File: src/rtl/multi_pwm_pkg.sv
// Shared mode encodings and default sizing for the multi-channel PWM block.
// No logic; constants and types only.
// Imported by the prescaler and the top level.
package multi_pwm_pkg;

    typedef enum logic {
        MODE_EDGE   = 1'b0,
        MODE_CENTER = 1'b1
    } pwm_mode_t;

    localparam int DEF_NUM_CH  = 4;
    localparam int DEF_WIDTH   = 8;
    localparam int DEF_PRESC_W = 8;

endpackage

File: src/rtl/pwm_prescaler.sv
// Clock divider producing one count tick every prescale_in+1 clocks while running.
// Tick is combinational from the divider register; the divider sits at 0 when not running.
// No backpressure; run_in low simply parks the divider.
module pwm_prescaler
    import multi_pwm_pkg::*;
#(
    parameter int PRESC_W = DEF_PRESC_W
) (
    input  logic               clk_in,
    input  logic               rst_in,
    input  logic               run_in,
    input  logic [PRESC_W-1:0] prescale_in,
    output logic               tick_out
);

    logic [PRESC_W-1:0] pcnt;

    // >= rather than == so a shrinking prescale_in never strands the count above it
    assign tick_out = run_in && (pcnt >= prescale_in);

    always_ff @(posedge clk_in) begin
        if (rst_in || !run_in || tick_out) begin
            pcnt <= '0;
        end else begin
            pcnt <= pcnt + 1'b1;
        end
    end

endmodule

File: src/rtl/multi_pwm_generator.sv
// Multi-channel edge/center-aligned PWM with glitch-free double-buffered duty updates.
// pwm_out is registered one clock after the counter value; period_start_out one clock after a boundary.
// duty_valid_in/duty_ready_out: ready drops while the pending buffer holds an unapplied duty set.
module multi_pwm_generator
    import multi_pwm_pkg::*;
#(
    parameter int NUM_CH  = DEF_NUM_CH,
    parameter int WIDTH   = DEF_WIDTH,
    parameter int PRESC_W = DEF_PRESC_W
) (
    input  logic                    clk_in,
    input  logic                    rst_in,
    input  logic                    enable_in,
    input  logic                    center_in,
    input  logic [WIDTH-1:0]        period_in,
    input  logic [PRESC_W-1:0]      prescale_in,
    input  logic [NUM_CH*WIDTH-1:0] duty_in,
    input  logic                    duty_valid_in,
    output logic                    duty_ready_out,
    output logic [NUM_CH-1:0]       pwm_out,
    output logic                    period_start_out
);

    logic                    en_d;
    logic                    run;
    logic                    start;
    logic                    tick;
    logic                    center_eff;
    logic                    wrap;
    logic                    boundary;
    logic [WIDTH-1:0]        cnt;
    logic [WIDTH-1:0]        cnt_nxt;
    logic                    cnt_down;
    logic                    down_nxt;
    logic [WIDTH-1:0]        act_period;
    pwm_mode_t               act_mode;
    logic [NUM_CH*WIDTH-1:0] act_duty;
    logic [NUM_CH*WIDTH-1:0] pend_duty;
    logic                    pend_full;
    logic [NUM_CH-1:0]       pwm_nxt;

    // The enable rising clock is a load-only cycle; counting starts on the next clock
    // so the first period sees freshly loaded active copies, like any wrap boundary.
    assign start = enable_in && !en_d;
    assign run   = enable_in && en_d;

    pwm_prescaler #(
        .PRESC_W (PRESC_W)
    ) u_prescaler (
        .clk_in      (clk_in),
        .rst_in      (rst_in),
        .run_in      (run),
        .prescale_in (prescale_in),
        .tick_out    (tick)
    );

    // Center mode with P=0 degenerates to edge mode with P=0.
    assign center_eff = (act_mode == MODE_CENTER) && (act_period != '0);
    assign wrap       = center_eff ? (cnt_down && (cnt == '0)) : (cnt >= act_period);
    assign boundary   = start || (tick && wrap);

    always_comb begin
        cnt_nxt  = cnt;
        down_nxt = cnt_down;
        if (!run) begin
            cnt_nxt  = '0;
            down_nxt = 1'b0;
        end else if (tick) begin
            if (wrap) begin
                cnt_nxt  = '0;
                down_nxt = 1'b0;
            end else if (center_eff) begin
                // The top value P-1 is held for two ticks: once going up, once going down.
                if (!cnt_down) begin
                    if (cnt >= act_period - 1'b1) begin
                        down_nxt = 1'b1;
                    end else begin
                        cnt_nxt = cnt + 1'b1;
                    end
                end else begin
                    cnt_nxt = cnt - 1'b1;
                end
            end else begin
                cnt_nxt = cnt + 1'b1;
            end
        end
    end

    for (genvar i = 0; i < NUM_CH; i++) begin : g_ch
        assign pwm_nxt[i] = run && (cnt < act_duty[i*WIDTH +: WIDTH]);
    end

    assign duty_ready_out = !pend_full;

    always_ff @(posedge clk_in) begin
        if (rst_in) begin
            en_d             <= 1'b0;
            cnt              <= '0;
            cnt_down         <= 1'b0;
            act_period       <= '0;
            act_mode         <= MODE_EDGE;
            act_duty         <= '0;
            pend_duty        <= '0;
            pend_full        <= 1'b0;
            pwm_out          <= '0;
            period_start_out <= 1'b0;
        end else begin
            en_d             <= enable_in;
            cnt              <= cnt_nxt;
            cnt_down         <= down_nxt;
            pwm_out          <= pwm_nxt;
            period_start_out <= boundary;
            if (boundary) begin
                act_period <= period_in;
                act_mode   <= center_in ? MODE_CENTER : MODE_EDGE;
            end
            // Transfer and accept are mutually exclusive: accept needs empty, transfer needs full.
            if (pend_full && (boundary || !enable_in)) begin
                act_duty  <= pend_duty;
                pend_full <= 1'b0;
            end else if (duty_valid_in && !pend_full) begin
                pend_duty <= duty_in;
                pend_full <= 1'b1;
            end
        end
    end

endmodule

File: config.mk
export PLATFORM = sky130hd
export DESIGN_NAME = multi_pwm_generator
export DESIGN_NICKNAME = d
export VERILOG_FILES = /design/src/rtl/multi_pwm_pkg.sv /design/src/rtl/pwm_prescaler.sv /design/src/rtl/multi_pwm_generator.sv
export SDC_FILE = /design/constraint.sdc
export NUM_CORES = 1
export LEC_CHECK = 0
export ABC_AREA = 1
export BUFFER_PORTS_ARGS = -buffer_cell sky130_fd_sc_hd__buf_2
export CAP_MARGIN = 20
export CORE_MARGIN = 4
export CORE_UTILIZATION = 34
export DETAILED_ROUTE_END_ITERATION = 10
export SYNTH_ARGS = -nofsm -noshare
export SYNTH_HDL_FRONTEND = slang
export SYNTH_SLANG_ARGS = --single-unit
export TNS_END_PERCENT = 30
File: constraint.sdc
create_clock -name clk_in -period 2.8 [get_ports clk_in]
set_clock_uncertainty 0.2 [all_clocks]
set_input_delay 0.42 -clock clk_in [delete_from_list [all_inputs] [get_ports clk_in]]
set_output_delay 0.42 -clock clk_in [all_outputs]
set_load 0.02 [all_outputs]
### After elaboration in Yosys (flattened, before gate mapping)

Index checks and enable logic that the tools add are counted.

| word-level totals | value |
|---|---|
| register bits | 97 |

| operators by class | value |
|---|---|
| $lt $le $gt $ge | 7 |
| equal/unequal tests | 1 |
| muxes and demuxes | 10 |
| add/subtract/negate cells | 4 |
| reduce and logical (&&, ||, !) cells | 28 |
| bitwise operators | 2 |

Operator list:

| cell | count |
|---|---|
| $lt 8x8->1 | 4 |
| $mux 8 | 4 |
| $ge 8x8->1 | 3 |
| $add 8x1->8 const B | 2 |
| $sub 8x1->8 const B | 2 |
| $logic_and 1x1->1 | 12 |
| $logic_not 8->1 | 1 |
| $reduce_bool 8->1 | 1 |
| $mux 1 | 6 |
| $reduce_and 2->1 | 3 |
| $logic_not 1->1 | 4 |
| $logic_or 1x1->1 | 4 |
| $ne 4x4->1 const B | 1 |
| $reduce_or 2->1 | 2 |
| $not 1->1 | 2 |
| $reduce_bool 2->1 | 1 |

### Longest topological paths before layout

Gate-level depths: netlist of the first run.

| logic depth | value |
|---|---|
| depth after elaboration | 9 |
| mapped depth | 18 |

### Modules after synthesis

From an unflattened synthesis of the first run, not the netlist that was laid out.

| second synthesis, totals | value |
|---|---|
| cell total of the unflattened synthesis | 770 |
| area total of the unflattened synthesis | 5621.6 um2 |

By module, submodules not included:

| module | cells each | area each (um2) | sequential area each (um2) | times used |
|---|---|---|---|---|
| multi_pwm_generator | 694 | 5054.8 | 1781.7 | 1 |
| pwm_prescaler | 76 | 566.8 | 160.2 | 1 |

### Worst setup path after synthesis of the first run

No wires, ideal clock.

| timing | value |
|---|---|
| kind | register to register |
| start | register act_period[0] |
| end | register cnt[4] |
| arrival | 2.180 ns |
| setup slack | 0.302 ns |
| setup time | 0.117 ns |
| period minus slack after synthesis | 2.498 ns |
| cell stages (with the launch flop) | 17 |
| cells stage by stage | dfxtp_1 > inv_1 > ha_1 > nand3_1 > nor3_1 > xor2_1 > inv_1 > ha_1 > nand2_1 > nor2_1 > nand4_1 > nand3_1 > nand2_1 > nand2_2 > inv_1 > o21ai_0 > nor2_1 |

| between the ends | value |
|---|---|
| longest elaborated chain between the ends | 5 |

Ends and longest elaborated chain:

| item | line | RTL |
|---|---|---|
| from (decl) | multi_pwm_generator.sv:35 | `logic [WIDTH-1:0] act_period;` |
| from (signal assigned) | multi_pwm_generator.sv:114 | `act_period <= period_in;` |
| parallel branches: the longest is 5 deep, another holds $sub 8x1->8 | - |  |
| to (signal assigned) | multi_pwm_generator.sv:109 | `cnt <= cnt_nxt;` |
| to (decl) | multi_pwm_generator.sv:31 | `logic [WIDTH-1:0] cnt;` |

Parallel ways; which one is timed is not known.
A chain may end at the register's enable or synchronous reset.

### Worst setup path after layout of the first run

| timing | value |
|---|---|
| start | register act_period[0] |
| end | register cnt[6] |

Same word-level chain as after synthesis.

==> impl_results.md, run 1 <==
- Status: complete, no violations
- Post-route minimum period: 2560 ps
- Yosys cell types: 36
- Slowest CP cell: dfxtp_1
- Pwr dens: 508 nW/um^2
- Post-cts hold buffer count: 0
- Number of vias per cell: 4.46
- CTS Sinks: 97
- Clock latency on the worst-skew pair: 350 ps
- Hold path start: period_in[5]
- Min-delay worst type: input pin to flip-flop
- Avg Inst Size Synth: 7.36 um^2
- Worst slew pin tran: 817 ps
- Fmax: 0.391 GHz
- Syn Inst Count: 773
- Critical path, cell by cell: inv_2, ha_4, nand3_2, nor3_2, xor2_1, inv_1, ha_1, nand2_1, o21a_1, nand3_1, nand2_1, nand2_4, buf_4, a31oi_1, nor2_1
- Setup TNS: 0 ps
- Leakage: 3.06 nW
- Slew HR: 45.6%
- Peak VDD IR: 333 uV
- Syn Nets: 883
- Die Height: 137 um
- Final setup vio count: 0
- # H-tree levels: 3
- Critical path buffer and inverter count: 3
- Clock transition at path regs: 70 ps
- Vias in the first global route: 4195
- First-pass GRT wire length: 20.3 mm
- Gpl congestion: 0.823
- Pins Over Slew Limit: 0
- Final Cycle Share: 91.3%
- Synth warn: 0
- Total power: 3.35 mW
- R2R Path Start: act_period[0]$_SDFFE_PP0P_
- DRC: 0
- Largest net degree at the start of global routing: 68
- CP Max Fanout: 7
- Crit. End Element: flip-flop
- Initial antenna violation count: 0
- Initial core utilization: 34.5%
- Root Buffer: clkbuf_16
- DR WL/cell: 11.5 um
- Max_cap viols: 0
- Post-route ant nets: 0
- Total vias in the final route: 4702
- Layout Nets: 940
- 1st-iter DRT viols: 219
- GRT overflow: 0
- RSZ-0062 raised after global routing: false
- Mapped cell area: 5690 um^2
- GRT Overall Usage: 13.4%
- WP data arrival: 2590 ps
- Die area: 18900 um^2
- Worst path most repeated cell: nand2_1
- Worst EP required: 2840 ps
- Hpwl dp: 8.62 mm
- Area Growth Syn to Fin: 15.8%
- Register area share after synthesis: 34.1%
- Pre-antenna DRT Iters: 4
- Setup CP Type: flip-flop to flip-flop
- # rows: 47
- CP startpoint kind: flip-flop
- WL final: 12.1 mm
- N_diodes: 0
- Core area: 16500 um^2
- TritonCTS clock tree: built
- Num CTS Buffers: 9
- Async SR Flop Fraction: 0%
- Port Buf Inserts: 58
- Hold Fails Final Rpt: 0
- Post-synth EDFFs: 0
- Share of layout cells above drive strength 1: 18.1%
- Critical Path Source: act_period[0]$_SDFFE_PP0P_
- Synth Register Bits: 97
- Io pins: 59
- Post-synth top flop: dfxtp_1
- Die W: 137 um
- Worst path max stage delay: 320 ps
- Crit path max-delay family: simple AND/OR/NAND/NOR gates
- Clk buf depth: 2
sequential cells by signal, indices dropped and copies added, names as in the netlist:
register          count
period_start_out      1
en_d                  1
pend_full             1
u_prescaler.pcnt      8
cnt                   8
act_mode              1
act_period            8
pwm_out               4
pend_duty            32
act_duty             32
cnt_down              1
cells in the final DEF (no fill, tap or decap), types with 4 or more instances in the layout:
cell type	n
nand2_1	127
inv_1	110
dfxtp_1	96
nor2_1	95
a21oi_1	82
buf_2	58
ha_1	56
o21ai_0	41
nand3_1	31
nand3_2	21
buf_4	18
xor2_1	14
a21oi_2	10
clkbuf_16	9
o211ai_1	6
inv_2	5
o21a_1	5
or2_2	4
a21boi_0	4
Yosys cell counts (all sizes together), types with 5 or more instances:
library cell	count	share of area [%]
xor2	14	2.2
nand3	52	6.3
nand2	130	8.9
buf	22	3.1
a21oi	92	8.7
o21ai	47	4.3
inv	116	7.6
o211ai	6	0.79
ha	57	13
o21a	5	0.66
clkbuf	12	0.79
dfxtp	97	34
nor2	98	6.5
power breakdown:
part	internal, mW	switching (mW)	leakage, nW	total, mW
clock	0.709	0.578	0.153	1.29
sequential	1.47	0.0388	0.798	1.51
combinational	0.224	0.330	2.11	0.553
kinds of logic (layout without fill, tap and decap cells):
group / Yosys count / count (layout) / share of synthesized area [%]
and+or+nand+nor: 293 / 293 / 23.4
adders and majority gates: 57 / 57 / 12.5
AOI/OAI and AO/OA: 160 / 160 / 16.0
buffers and inverters: 150 / 212 / 11.6
DFF: 97 / 97 / 34.1
xor gates and xnor gates: 16 / 16 / 2.46
worst reg2reg max path, stage by stage, from the launching register on:
cell     delay [ps]
dfxtp_1         320
inv_2           110
ha_4            160
nand3_2          90
nor3_2          200
xor2_1          160
inv_1            60
ha_1            260
nand2_1          90
o21a_1          130
nand3_1          90
nand2_1         110
nand2_4          80
buf_4           170
a31oi_1         170
nor2_1           50
per-stage QoR:
stage	hold WS, ps	cell area (um^2)	util (%)	worst slack (ps)	instances
2_1_floorplan	230	5690	-	302	773
3_3_place_gp	244	6220	37.7	224	1037
3_5_place_dp	247	6220	37.7	128	1037
4_1_cts	78.6	6530	39.5	111	1053
5_1_grt	94.2	6590	39.9	8.21	1055
6_report	90.9	6590	39.9	244	1055
final timing paths:
kind,end,slack [ps],cells past startpoint
min,act_period[5]$_SDFFE_PP0P_,90,3
max reg2reg,cnt[6]$_SDFFE_PP0P_,240,15
min reg2reg,pend_duty[26]$_SDFFE_PP0P_,260,2
max,cnt[6]$_SDFFE_PP0P_,240,15
routing by layer:
layer	routed length (um)	up-vias	GRT usage [%]
li1	-	2598	-
met1	6170	2024	18.9
met2	5360	68	20.4
met3	402	12	2.96
met4	154	0	3.94
met5	0	-	0
layout make-up:
class / count / area (um^2)
fill: 1700 / 9930
multi-input combinational: 526 / 3130
sequential: 97 / 1940
timing repair buffer: 79 / 485
inverter: 116 / 439
tap: 220 / 275
clock buffer: 9 / 225
clock inverter: 7 / 81.3
timing repair inverter: 1 / 7.51
timing repair:
item                       CTS  global route
setup endpoints to repair    0             8
gates resized for setup      0            18
hold endpoints to repair     0             0
setup buffers                0             1
Power figures use the tool's default switching activity.
==> run 2: changes to the inputs <==
--- a/config.mk
+++ b/config.mk
@@ -10,2 +10,3 @@
 export CAP_MARGIN = 20
+export CORE_ASPECT_RATIO = 0.6
 export CORE_MARGIN = 4
--- a/constraint.sdc
+++ b/constraint.sdc
@@ -4,2 +4,2 @@
 set_output_delay 0.42 -clock clk_in [all_outputs]
-set_load 0.02 [all_outputs]
+set_load 0.01 [all_outputs]
==> run 2 against run 1 <==
Against the previous run:
- first-iteration DRC count up 12%
- sequential cell count did not move
- clock-buffer cell count is 1 higher
- worst setup slack got worse by 64 ps
- combinational power increased by 1%
- wire length is 6.8% higher
- largest cell class unchanged
==> impl_results.md, run 2 (same netlist as run 1, synthesis figures left out) <==
- Status: complete, no violations (unchanged)
- Gate power share: 17.2% (was 16.5%)
- Min-delay worst type: input pin to flip-flop (unchanged)
- Post-cts hold buffer count: 0 (unchanged)
- Sequential Power Share: 46.4% (was 45.1%)
- GRT overflow: 0 (unchanged)
- Core area: 16300 um^2 (was 16500 um^2)
- Reg2Reg Setup Slack: 180 ps (was 240 ps)
- Clock transition at path regs: 70 ps (about the same)
- Clock network power share: 36.4% (was 38.4%)
- Fillers: 1752 (was 1700)
- DP Cell Count: 1044 (was 1037)
- Io pins: 59 (unchanged)
- Max_cap viols: 0 (unchanged)
- Share of layout cells above drive strength 1: 18.5% (was 18.1%)
- Hpwl dp: 9.41 mm (was 8.62 mm)
- RSZ-0062 raised after global routing: true (was false)
- Fmax: 0.382 GHz (was 0.391 GHz)
- Post-route ant nets: 0 (unchanged)
- Sw power: 0.944 mW (was 0.946 mW)
- Post-route minimum period: 2620 ps (was 2560 ps)
- R2R cell count: 16 (was 15)
- Pins Over Slew Limit: 0 (unchanged)
- Clock latency on the worst-skew pair: 350 ps (about the same)
- Clk buf depth: 2 (unchanged)
- Internal power: 2.31 mW (was 2.40 mW)
- # H-tree levels: 3 (unchanged)
- WL final: 12.9 mm (was 12.1 mm)
- Number of vias per cell: 4.56 (was 4.46)
- CTS Sinks: 97 (unchanged)
- CP startpoint kind: flip-flop (unchanged)
- WP data arrival: 2650 ps (was 2590 ps)
- Critical Path Source: act_period[1]$_SDFFE_PP0P_ (was act_period[0]$_SDFFE_PP0P_)
- Worst slew pin tran: 486 ps (was 817 ps)
- Root Buffer: clkbuf_16 (unchanged)
- R2R Path Start: act_period[1]$_SDFFE_PP0P_ (was act_period[0]$_SDFFE_PP0P_)
- Final Core Density: 40.4% (was 39.9%)
- Commonest non-fill, non-tap cell in the layout: nand2_1 (unchanged)
- 1st-iter DRT viols: 245 (was 219)
- N_diodes: 0 (unchanged)
- Num CTS Buffers: 9 (unchanged)
- Switching Fraction: 29.0% (was 28.2%)
- Final WS setup: 180 ps (was 244 ps)
- Gpl congestion: 0.872 (was 0.823)
- Final setup vio count: 0 (unchanged)
- Pre-antenna DRT Iters: 5 (was 4)
- DRC: 0 (unchanged)
- Total power: 3.26 mW (was 3.35 mW)
- Peak VDD IR: 237 uV (was 333 uV)
- Initial core utilization: 34.9% (was 34.5%)
- Worst R2R End: cnt[2]$_SDFFE_PP0P_ (was cnt[6]$_SDFFE_PP0P_)
- Leakage: 3.05 nW (was 3.06 nW)
- Largest registers: act_duty (32), pend_duty (32) (unchanged)
- Port Buf Inserts: 58 (unchanged)
- Most frequent cells in the layout: nand2_1 (126), inv_1 (110), dfxtp_1 (95) (was nand2_1 (127), inv_1 (110), dfxtp_1 (96))
- Total vias in the final route: 4851 (was 4702)
- Die W: 175 um (was 137 um)
- CP Max Fanout: 5 (was 7)
- Hold Fails Final Rpt: 0 (unchanged)
- Die area: 18900 um^2 (about the same)
- Layout Nets: 941 (was 940)
- DR WL/cell: 12.1 um (was 11.5 um)
- Vias in the first global route: 4392 (was 4195)
- Slew HR: 67.6% (was 45.6%)
- Dpl ws: 77.6 ps (was 128 ps)
- Area Growth Syn to Fin: 15.8% (about the same)
- Crit. End Element: flip-flop (unchanged)
- Final Cycle Share: 93.6% (was 91.3%)
- Final Instance Count excl. Fillers: 1064 (was 1055)
- Initial antenna violation count: 0 (unchanged)
- GRT Overall Usage: 13.9% (was 13.4%)
- First-pass GRT wire length: 21.6 mm (was 20.3 mm)
- Pwr dens: 494 nW/um^2 (was 508 nW/um^2)
- Setup CP Type: flip-flop to flip-flop (unchanged)
- Worst EP required: 2830 ps (was 2840 ps)
- # rows: 36 (was 47)
- Die Height: 108 um (was 137 um)
- TritonCTS clock tree: built (unchanged)
- Worst setup endpoint: cnt[2]$_SDFFE_PP0P_ (was cnt[6]$_SDFFE_PP0P_)
- Largest net degree at the start of global routing: 53 (was 68)
==> run 2: power by group through the flow <==
stage | registers, mW | logic (mW) | clock network (mW)
global placement | 1.54 | 0.543 | 0
finish | 1.51 | 0.561 | 1.19
floorplan | 1.53 | 0.425 | 0
detailed placement | 1.54 | 0.548 | 0
global route | 1.52 | 0.649 | 1.28
CTS | 1.51 | 0.551 | 1.23
==> run 2: cell type report <==
cell class                 instances  area (um^2)  area share, %
multi-input combinational        526         3140           47.7
inverter                         116          442           6.70
tap                              228          285           4.33
clock buffer                      10          229           3.47
timing repair buffer              80          493           7.47
timing repair inverter             1         7.51          0.114
sequential                        97         1940           29.5
clock inverter                     6         51.3          0.778
==> run 2: how the worst min path moves through the flow <==
stage                               start                    endpoint  depth (start not counted)
6_report                           rst_in             en_d$_SDFF_PP0_                          2
5_1_grt                      period_in[1]  act_period[1]$_SDFFE_PP0P_                          3
4_1_cts                            rst_in             en_d$_SDFF_PP0_                          2
3_5_place_dp    pend_duty[3]$_SDFFE_PP0P_   pend_duty[3]$_SDFFE_PP0P_                          2
3_3_place_gp    pend_duty[3]$_SDFFE_PP0P_   pend_duty[3]$_SDFFE_PP0P_                          2
2_1_floorplan  pend_duty[31]$_SDFFE_PP0P_  pend_duty[31]$_SDFFE_PP0P_                          2
==> run 2: timing repair <==
| action | in CTS | in global routing |
|---|---|---|
| endpoints found under the hold margin | 0 | 0 |
| gates resized for setup | 0 | 21 |
| buffers inserted | 0 | 3 |
| endpoints found under the setup margin | 0 | 18 |
==> run 2: metrics by stage <==
stage | instance area, um^2 | setup TNS, ps | hold WS [ps]
finish | 6600 | 0 | 88.7
global route | 6600 | -25.6 | 90.7
CTS | 6510 | 0 | 83.6
detailed placement | 6230 | 0 | 245
global placement | 6230 | 0 | 243
floorplan | 5690 | 0 | 230
==> run 2: worst max-delay path, cell delays in order, from the launching register on <==
cell        delay (ps)
dfxtp_1            320
inv_2              110
ha_4               150
nand3_2             90
nor3_2             210
xor2_1             150
inv_1               50
ha_1               260
nand2_1             70
nor2_2             110
nand4_1            120
nand3_2             90
nand2_1             80
nand2_4            120
clkinvlp_4         150
o21ai_0            170
nor2_1              60
==> run 2: routing by layer <==
| layer | vias up | track usage [%] | wire length [um] |
|---|---|---|---|
| met2 | 89 | 19.7 | 4890 |
| li1 | 2604 | - | - |
| met1 | 2152 | 21.4 | 7330 |
| met5 | - | 0 | 0 |
| met4 | 0 | 2.86 | 70 |
| met3 | 6 | 3.18 | 610 |
